--- config.mk ---
export PLATFORM = sky130hd
export DESIGN_NAME = cpu_controller_flat
export DESIGN_NICKNAME = d
export VERILOG_FILES = /design/src/rtl/cpu_controller_if.sv /design/src/rtl/cpu_controller.sv /design/src/flat_wrapper.sv
export SDC_FILE = /design/constraint.sdc
export NUM_CORES = 1
export LEC_CHECK = 0
export ABC_AREA = 0
export ABC_CLOCK_PERIOD_IN_PS = 1600
export CORE_MARGIN = 1.5
export CORE_UTILIZATION = 38
export CTS_CLUSTER_SIZE = 10
export DETAILED_ROUTE_END_ITERATION = 8
export HOLD_SLACK_MARGIN = 0.1
export PLACE_DENSITY_LB_ADDON = 0.2
export SLEW_MARGIN = 15
export SYNTH_ARGS = -nofsm -noshare
export SYNTH_HDL_FRONTEND = slang
export SYNTH_SLANG_ARGS = --single-unit
--- constraint.sdc ---
create_clock -name clk_CTRL -period 1.6 [get_ports clk_CTRL]
set_clock_uncertainty 0.15 [all_clocks]
set_input_delay 0.16 -clock clk_CTRL [delete_from_list [all_inputs] [get_ports clk_CTRL]]
set_output_delay 0.16 -clock clk_CTRL [all_outputs]
set_load 0.01 [all_outputs]
--- src/rtl/cpu_controller_if.sv ---
// ============================================================================
// Module   : cpu_controller_if
// Brief    : Instruction-memory, ALU-control and flag bundle of the CPU
//            sequencer. The master is the controller, the slave is the
//            memory/ALU side.
// Revision : 1.0
// ============================================================================
`timescale 1ns/1ps
`default_nettype none

interface cpu_controller_if;
    logic [7:0] instr_CTRL_in;
    logic       imem_ack_CTRL;
    logic       CF_CTRL_in;
    logic       ZF_CTRL_in;
    logic [7:0] pc_CTRL_out;
    logic       imem_req_CTRL;
    logic [2:0] f_CTRL_out;
    logic       write_cz_CTRL;
    logic       alu_en_CTRL;
    logic       halt_CTRL;

    modport master (
        input  instr_CTRL_in, imem_ack_CTRL, CF_CTRL_in, ZF_CTRL_in,
        output pc_CTRL_out, imem_req_CTRL, f_CTRL_out, write_cz_CTRL,
               alu_en_CTRL, halt_CTRL
    );

    modport slave (
        output instr_CTRL_in, imem_ack_CTRL, CF_CTRL_in, ZF_CTRL_in,
        input  pc_CTRL_out, imem_req_CTRL, f_CTRL_out, write_cz_CTRL,
               alu_en_CTRL, halt_CTRL
    );
endinterface

`default_nettype wire

--- src/rtl/cpu_controller.sv ---
// ============================================================================
// Module   : cpu_controller
// Brief    : Multi-cycle fetch/decode/execute sequencer for the 8-bit CPU.
//            Drives the ALU controls and resolves conditional jumps.
// Revision : 1.0
// ============================================================================
`timescale 1ns/1ps
`default_nettype none

module cpu_controller (
    input  wire logic        clk_CTRL,
    input  wire logic        rst_CTRL,
    cpu_controller_if.master ctrl_bus
);

    typedef enum logic [2:0] {
        S_IDLE   = 3'd0,
        S_FETCH  = 3'd1,
        S_DECODE = 3'd2,
        S_EXEC   = 3'd3,
        S_FETCH2 = 3'd4,
        S_JUMP   = 3'd5,
        S_HALT   = 3'd6
    } state_t;

    state_t     r_state;
    logic       r_idle_done;
    logic [7:0] r_pc;
    logic [7:0] r_ir;
    logic [7:0] r_tgt;
    logic       r_req;
    logic [2:0] r_f;
    logic       r_wcz;
    logic       r_alu_en;
    logic       r_halt;

    logic       w_hs;
    logic       w_taken;

    assign w_hs = r_req & ctrl_bus.imem_ack_CTRL;

    // Jump condition from IR[5:4], using the flags present during JUMP.
    always_comb begin
        w_taken = 1'b0;
        case (r_ir[5:4])
            2'b00:   w_taken = 1'b1;
            2'b01:   w_taken = ctrl_bus.ZF_CTRL_in;
            2'b10:   w_taken = ctrl_bus.CF_CTRL_in;
            default: w_taken = ~ctrl_bus.ZF_CTRL_in;
        endcase
    end

    always_ff @(posedge clk_CTRL) begin
        if (rst_CTRL) begin
            r_state     <= S_IDLE;
            r_idle_done <= 1'b0;
            r_pc        <= 8'h00;
            r_ir        <= 8'h00;
            r_tgt       <= 8'h00;
            r_req       <= 1'b0;
            r_f         <= 3'b000;
            r_wcz       <= 1'b0;
            r_alu_en    <= 1'b0;
            r_halt      <= 1'b0;
        end else begin
            case (r_state)
                // One full idle cycle after reset release before fetching.
                S_IDLE: begin
                    if (r_idle_done) begin
                        r_state <= S_FETCH;
                        r_req   <= 1'b1;
                    end else begin
                        r_idle_done <= 1'b1;
                    end
                end
                S_FETCH: begin
                    if (w_hs) begin
                        r_ir    <= ctrl_bus.instr_CTRL_in;
                        r_pc    <= r_pc + 8'd1;
                        r_req   <= 1'b0;
                        r_state <= S_DECODE;
                    end
                end
                S_DECODE: begin
                    case (r_ir[7:6])
                        2'b00: begin
                            r_alu_en <= 1'b1;
                            r_f      <= r_ir[2:0];
                            r_wcz    <= r_ir[3];
                            r_state  <= S_EXEC;
                        end
                        2'b01: begin
                            r_req   <= 1'b1;
                            r_state <= S_FETCH2;
                        end
                        default: begin
                            r_halt  <= 1'b1;
                            r_state <= S_HALT;
                        end
                    endcase
                end
                S_EXEC: begin
                    r_alu_en <= 1'b0;
                    r_wcz    <= 1'b0;
                    r_req    <= 1'b1;
                    r_state  <= S_FETCH;
                end
                S_FETCH2: begin
                    if (w_hs) begin
                        r_tgt   <= ctrl_bus.instr_CTRL_in;
                        r_pc    <= r_pc + 8'd1;
                        r_req   <= 1'b0;
                        r_state <= S_JUMP;
                    end
                end
                S_JUMP: begin
                    if (w_taken) begin
                        r_pc <= r_tgt;
                    end
                    r_req   <= 1'b1;
                    r_state <= S_FETCH;
                end
                S_HALT: begin
                    r_state <= S_HALT;
                end
                default: begin
                    r_state  <= S_IDLE;
                    r_req    <= 1'b0;
                    r_alu_en <= 1'b0;
                    r_wcz    <= 1'b0;
                    r_halt   <= 1'b0;
                end
            endcase
        end
    end

    assign ctrl_bus.pc_CTRL_out   = r_pc;
    assign ctrl_bus.imem_req_CTRL = r_req;
    assign ctrl_bus.f_CTRL_out    = r_f;
    assign ctrl_bus.write_cz_CTRL = r_wcz;
    assign ctrl_bus.alu_en_CTRL   = r_alu_en;
    assign ctrl_bus.halt_CTRL     = r_halt;

endmodule

`default_nettype wire

--- src/flat_wrapper.sv ---
// flat-port wrapper written by rule: the top's interface ports become plain ports
module cpu_controller_flat 
  (clk_CTRL, rst_CTRL, ctrl_bus_instr_CTRL_in, ctrl_bus_imem_ack_CTRL, ctrl_bus_CF_CTRL_in, ctrl_bus_ZF_CTRL_in, ctrl_bus_pc_CTRL_out, ctrl_bus_imem_req_CTRL, ctrl_bus_f_CTRL_out, ctrl_bus_write_cz_CTRL, ctrl_bus_alu_en_CTRL, ctrl_bus_halt_CTRL);
  cpu_controller_if ctrl_bus_i ();
  input  wire logic clk_CTRL;
  input  wire logic rst_CTRL;
  input wire logic [$bits(ctrl_bus_i.instr_CTRL_in)-1:0] ctrl_bus_instr_CTRL_in;
  input wire logic [$bits(ctrl_bus_i.imem_ack_CTRL)-1:0] ctrl_bus_imem_ack_CTRL;
  input wire logic [$bits(ctrl_bus_i.CF_CTRL_in)-1:0] ctrl_bus_CF_CTRL_in;
  input wire logic [$bits(ctrl_bus_i.ZF_CTRL_in)-1:0] ctrl_bus_ZF_CTRL_in;
  output wire logic [$bits(ctrl_bus_i.pc_CTRL_out)-1:0] ctrl_bus_pc_CTRL_out;
  output wire logic [$bits(ctrl_bus_i.imem_req_CTRL)-1:0] ctrl_bus_imem_req_CTRL;
  output wire logic [$bits(ctrl_bus_i.f_CTRL_out)-1:0] ctrl_bus_f_CTRL_out;
  output wire logic [$bits(ctrl_bus_i.write_cz_CTRL)-1:0] ctrl_bus_write_cz_CTRL;
  output wire logic [$bits(ctrl_bus_i.alu_en_CTRL)-1:0] ctrl_bus_alu_en_CTRL;
  output wire logic [$bits(ctrl_bus_i.halt_CTRL)-1:0] ctrl_bus_halt_CTRL;
  assign ctrl_bus_i.instr_CTRL_in = ctrl_bus_instr_CTRL_in;
  assign ctrl_bus_i.imem_ack_CTRL = ctrl_bus_imem_ack_CTRL;
  assign ctrl_bus_i.CF_CTRL_in = ctrl_bus_CF_CTRL_in;
  assign ctrl_bus_i.ZF_CTRL_in = ctrl_bus_ZF_CTRL_in;
  assign ctrl_bus_pc_CTRL_out = ctrl_bus_i.pc_CTRL_out;
  assign ctrl_bus_imem_req_CTRL = ctrl_bus_i.imem_req_CTRL;
  assign ctrl_bus_f_CTRL_out = ctrl_bus_i.f_CTRL_out;
  assign ctrl_bus_write_cz_CTRL = ctrl_bus_i.write_cz_CTRL;
  assign ctrl_bus_alu_en_CTRL = ctrl_bus_i.alu_en_CTRL;
  assign ctrl_bus_halt_CTRL = ctrl_bus_i.halt_CTRL;
  cpu_controller u_core (.clk_CTRL(clk_CTRL), .rst_CTRL(rst_CTRL), .ctrl_bus(ctrl_bus_i));
endmodule
==> flow_metrics.py <==
metrics = {
    "run_status": {
        "status": "finished with violations",
        "failed_checks": "negative setup slack",
    },
    "critical_path": {
        "required_ns": 1.67,
        "r2r_slack_ns": -0.02,
        "max_stage_delay_ns": 0.40,
        "crit_path_cell_trace": "buf_6, o21bai_1, o221a_1, or4_1, a21oi_1",
        "r2r_cells": 5,
        "worstSetupPathType": "flip-flop to flip-flop",
        "cpMaxStageDelayCell": "or4_1",
        "regToRegEndpoint": "u_core.ctrl_bus.imem_req_CTRL",
        "worstPathArrival_ns": 1.69,
        "crit_start": "u_core.r_state[2]",
        "cp_max_fo": 6,
        "crit_end": "u_core.ctrl_bus.imem_req_CTRL",
        "cp-start-kind": "flip-flop",
        "cpLargestDelayFamily": "compound AO/OA/AOI/OAI gates",
        "critPathBufInv": 1,
        "cp-end-kind": "flip-flop",
        "r2r_start": "u_core.r_state[2]",
        "crit_cells": 5,
    },
    "synth": {
        "synth_xor_area_share_pct": 0.5072,
        "syn-instance-count": 194,
        "synth_seq_cells": 35,
        "synth_commonest_cells": "dfxtp_1 (35), nor2_1 (22), mux2i_1 (17)",
        "synth_edf_count": 0,
        "ys_types": 49,
        "synth_area_leader_cell": "dfxtp_1",
        "ys_warn_count": 0,
        "synth_top_area_share_pct": 40.58,
        "synth_nets": 208,
        "synthAdderAreaFrac_pct": 0.7246,
        "synthSimpleGateAreaFrac_pct": 21.16,
        "yosysMostFrequentCell": "dfxtp_1",
        "synth_top_family_by_area": "compound AO/OA/AOI/OAI gates",
        "synthArstFlopShare_pct": 0,
        "syn_avg_cell_area_sq_um": 8.900,
        "yosysSeqAreaShare_pct": 40.58,
        "synth_area_sq_um": 1727,
        "synth_compound_area_share_pct": 21.74,
        "synth_top_flop_cell": "dfxtp_1",
        "synth_area_leaders": "dfxtp_1 (41%), mux2i_1 (9.9%), nor2_1 (4.8%)",
        "synth_mux_area_share_pct": 9.855,
    },
    "global_route": {
        "grt_overflow": 0,
        "antenna_found_initial": 0,
        "grt_pass1_wl_um": 6768,
        "top_usage_layer": "met2",
        "grt_max_degree": 27,
        "grtUsageMet3_pct": 3.463,
        "grtUsageTotal_pct": 16.78,
        "grt_pass1_vias": 1470,
        "grt_util_met2_pct": 27.15,
        "gr-usage-met1_pct": 22.93,
    },
    "placed_design": {
        "dpl.hpwl_um": 3005,
        "dpl_worst_slack_ns": -0.3157,
        "gp_congestion": 0.7746,
        "placed_cell_area_sq_um": 2290,
        "portBuffers": 27,
        "place_inst": 295,
    },
    "floorplanning": {
        "die_area_sq_um": 4957,
        "core_area_sq_um": 4354,
        "initial_core_util_pct": 39.66,
        "io_pins": 28,
        "rows": 24,
        "die_y_um": 70.41,
        "die_w_um": 70.41,
    },
    "run": {
        "maxCapViolCount": 0,
    },
    "timing": {
        "setup_slack_ns": -0.02133,
        "slew_violations": 0,
        "layout_min_cycle_time_ns": 1.621,
        "fmax_ghz": 0.6168,
        "hold_viol_final": 0,
        "rsz0062_at_grt": "true",
        "period_share_pct": 101.3,
        "slew_headroom_pct": 78.59,
        "worst_slew_pin_slew_ns": 0.3178,
        "setup_violations": 4,
    },
    "worst_hold_path": {
        "holdCritPathClass": "primary input to flip-flop",
    },
    "routing": {
        "ant_nets": 0,
        "dr_total_vias": 1618,
        "wirelength_um": 4182,
        "drc_errors": 0,
        "drtPass1Iterations": 4,
        "viasPerCell": 5.186,
        "wire_per_inst_um": 13.40,
        "drt_iter0_drc": 34,
    },
    "power_and_ir_drop": {
        "power.leakage_uw": 0.001127,
        "power.density_nw_per_um2": 760.1,
        "vdd_drop_max_mv": 0.6276,
    },
    "finish": {
        "instances_no_fill": 312,
        "drive_gt1_share_pct": 32.69,
        "antenna_cells": 0,
        "fin_nets": 273,
        "fin_area_sq_um": 2636,
        "fillers": 382,
        "syn_to_final_growth_pct": 52.68,
    },
    "clock_network": {
        "clk_path_buf_depth": 2,
        "holdBufCountCts": 0,
        "cts_buffers": 5,
        "clk_latency_ns": 0.29,
        "cts_sinks": 35,
        "cts.clk_slew.worst_paths_ns": 0.08,
        "htree_levels": 2,
        "cts_tree": "built",
        "root_buffer": "clkbuf_8",
    },
}
-- cells in the final DEF, fill, tap and decap left out, types with 7 or more instances in the layout --
cell             instances
a21oi_1                 13
buf_4                   32
buf_6                    7
clkdlybuf4s50_1         23
dfxtp_1                 26
mux2i_1                 17
nand2_1                 10
nand3_1                  8
nor2_1                  21
-- flip-flops by register name (all words and copies together), names as in the netlist --
| register | count |
|---|---|
| u_core.r_ir | 8 |
| u_core.r_state | 3 |
| u_core.ctrl_bus.f_CTRL_out | 3 |
| u_core.ctrl_bus.alu_en_CTRL | 1 |
| u_core.r_idle_done | 1 |
| u_core.ctrl_bus.imem_req_CTRL | 1 |
| u_core.ctrl_bus.write_cz_CTRL | 1 |
| u_core.ctrl_bus.pc_CTRL_out | 8 |
| u_core.ctrl_bus.halt_CTRL | 1 |
| u_core.r_tgt | 8 |
-- through the flow --
step | total power (uW) | setup TNS, ns | util (%) | hold slack [ns]
2_1_floorplan | 1122 | 0 | - | 0.1539
3_3_place_gp | 1290 | -3.004 | 52.59 | 0.3001
3_5_place_dp | 1291 | -3.466 | 52.59 | 0.3045
4_1_cts | 1996 | -0.07263 | 56.87 | 0.3201
5_1_grt | 2101 | -0.6489 | 60.55 | 0.3350
6_report | 2004 | -0.03342 | 60.55 | 0.3086
-- where the power goes --
part	internal, uW	switching (uW)	leakage [uW]
clock	351	340	0.0000474
combinational	215	165	0.000791
sequential	899	33.7	0.000288
-- metal layers --
layer	vias up	share of wire, %
met4	0	0.60
li1	843	-
met2	24	46
met1	747	50
met3	4	2.9
met5	-	0
-- cell families after synthesis --
family,Yosys count
AO/OA/AOI/OAI,53
XOR/XNOR,1
adder cells (fa/ha/maj),1
buffers and inverters,19
flip-flops,35
multiplexers,17
AND/OR/NAND/NOR,68
-- cell type report --
type,instances,area (sq um),share of cell area (%)
Clock buffer,6,82.58,3.132
Clock inverter,2,16.27,0.6170
Inverter,7,26.28,0.9967
Multi-Input combinational cell,140,1055,40.01
Sequential cell,35,719.4,27.29
Tap cell,52,65.06,2.468
Timing Repair Buffer,70,671.9,25.49
-- tightest hold or removal path, stage by stage --
cell            delay (ns)
dlymetal6s2s_1        0.15
nand3_2               0.11
o2bb2ai_4             0.10
o21ai_0               0.08
o2bb2ai_1             0.11
-- worst min path at each step --
| stage | start | endpoint | slack [ns] | cells past startpoint |
|---|---|---|---|---|
| after floorplan | ctrl_bus_instr_CTRL_in[0] | u_core.r_ir[0] | 0.15 | 2 |
| after global placement | u_core.ctrl_bus.f_CTRL_out[0] | u_core.ctrl_bus.f_CTRL_out[0] | 0.30 | 2 |
| after detailed placement | u_core.ctrl_bus.f_CTRL_out[0] | u_core.ctrl_bus.f_CTRL_out[0] | 0.30 | 2 |
| after CTS | u_core.ctrl_bus.f_CTRL_out[1] | u_core.ctrl_bus.f_CTRL_out[1] | 0.32 | 2 |
| after global routing | ctrl_bus_imem_ack_CTRL | u_core.ctrl_bus.pc_CTRL_out[7] | 0.34 | 5 |
| final | ctrl_bus_imem_ack_CTRL | u_core.ctrl_bus.pc_CTRL_out[7] | 0.31 | 5 |
-- timing repair --
item,4_1_cts,5_1_grt
gates cloned,0,0
pin swaps,7,11
resized for setup,17,25
hold endpoints to repair,0,0
buffers inserted,6,3
endpoints found under the setup margin,11,28
Power figures use the tool's default switching activity.
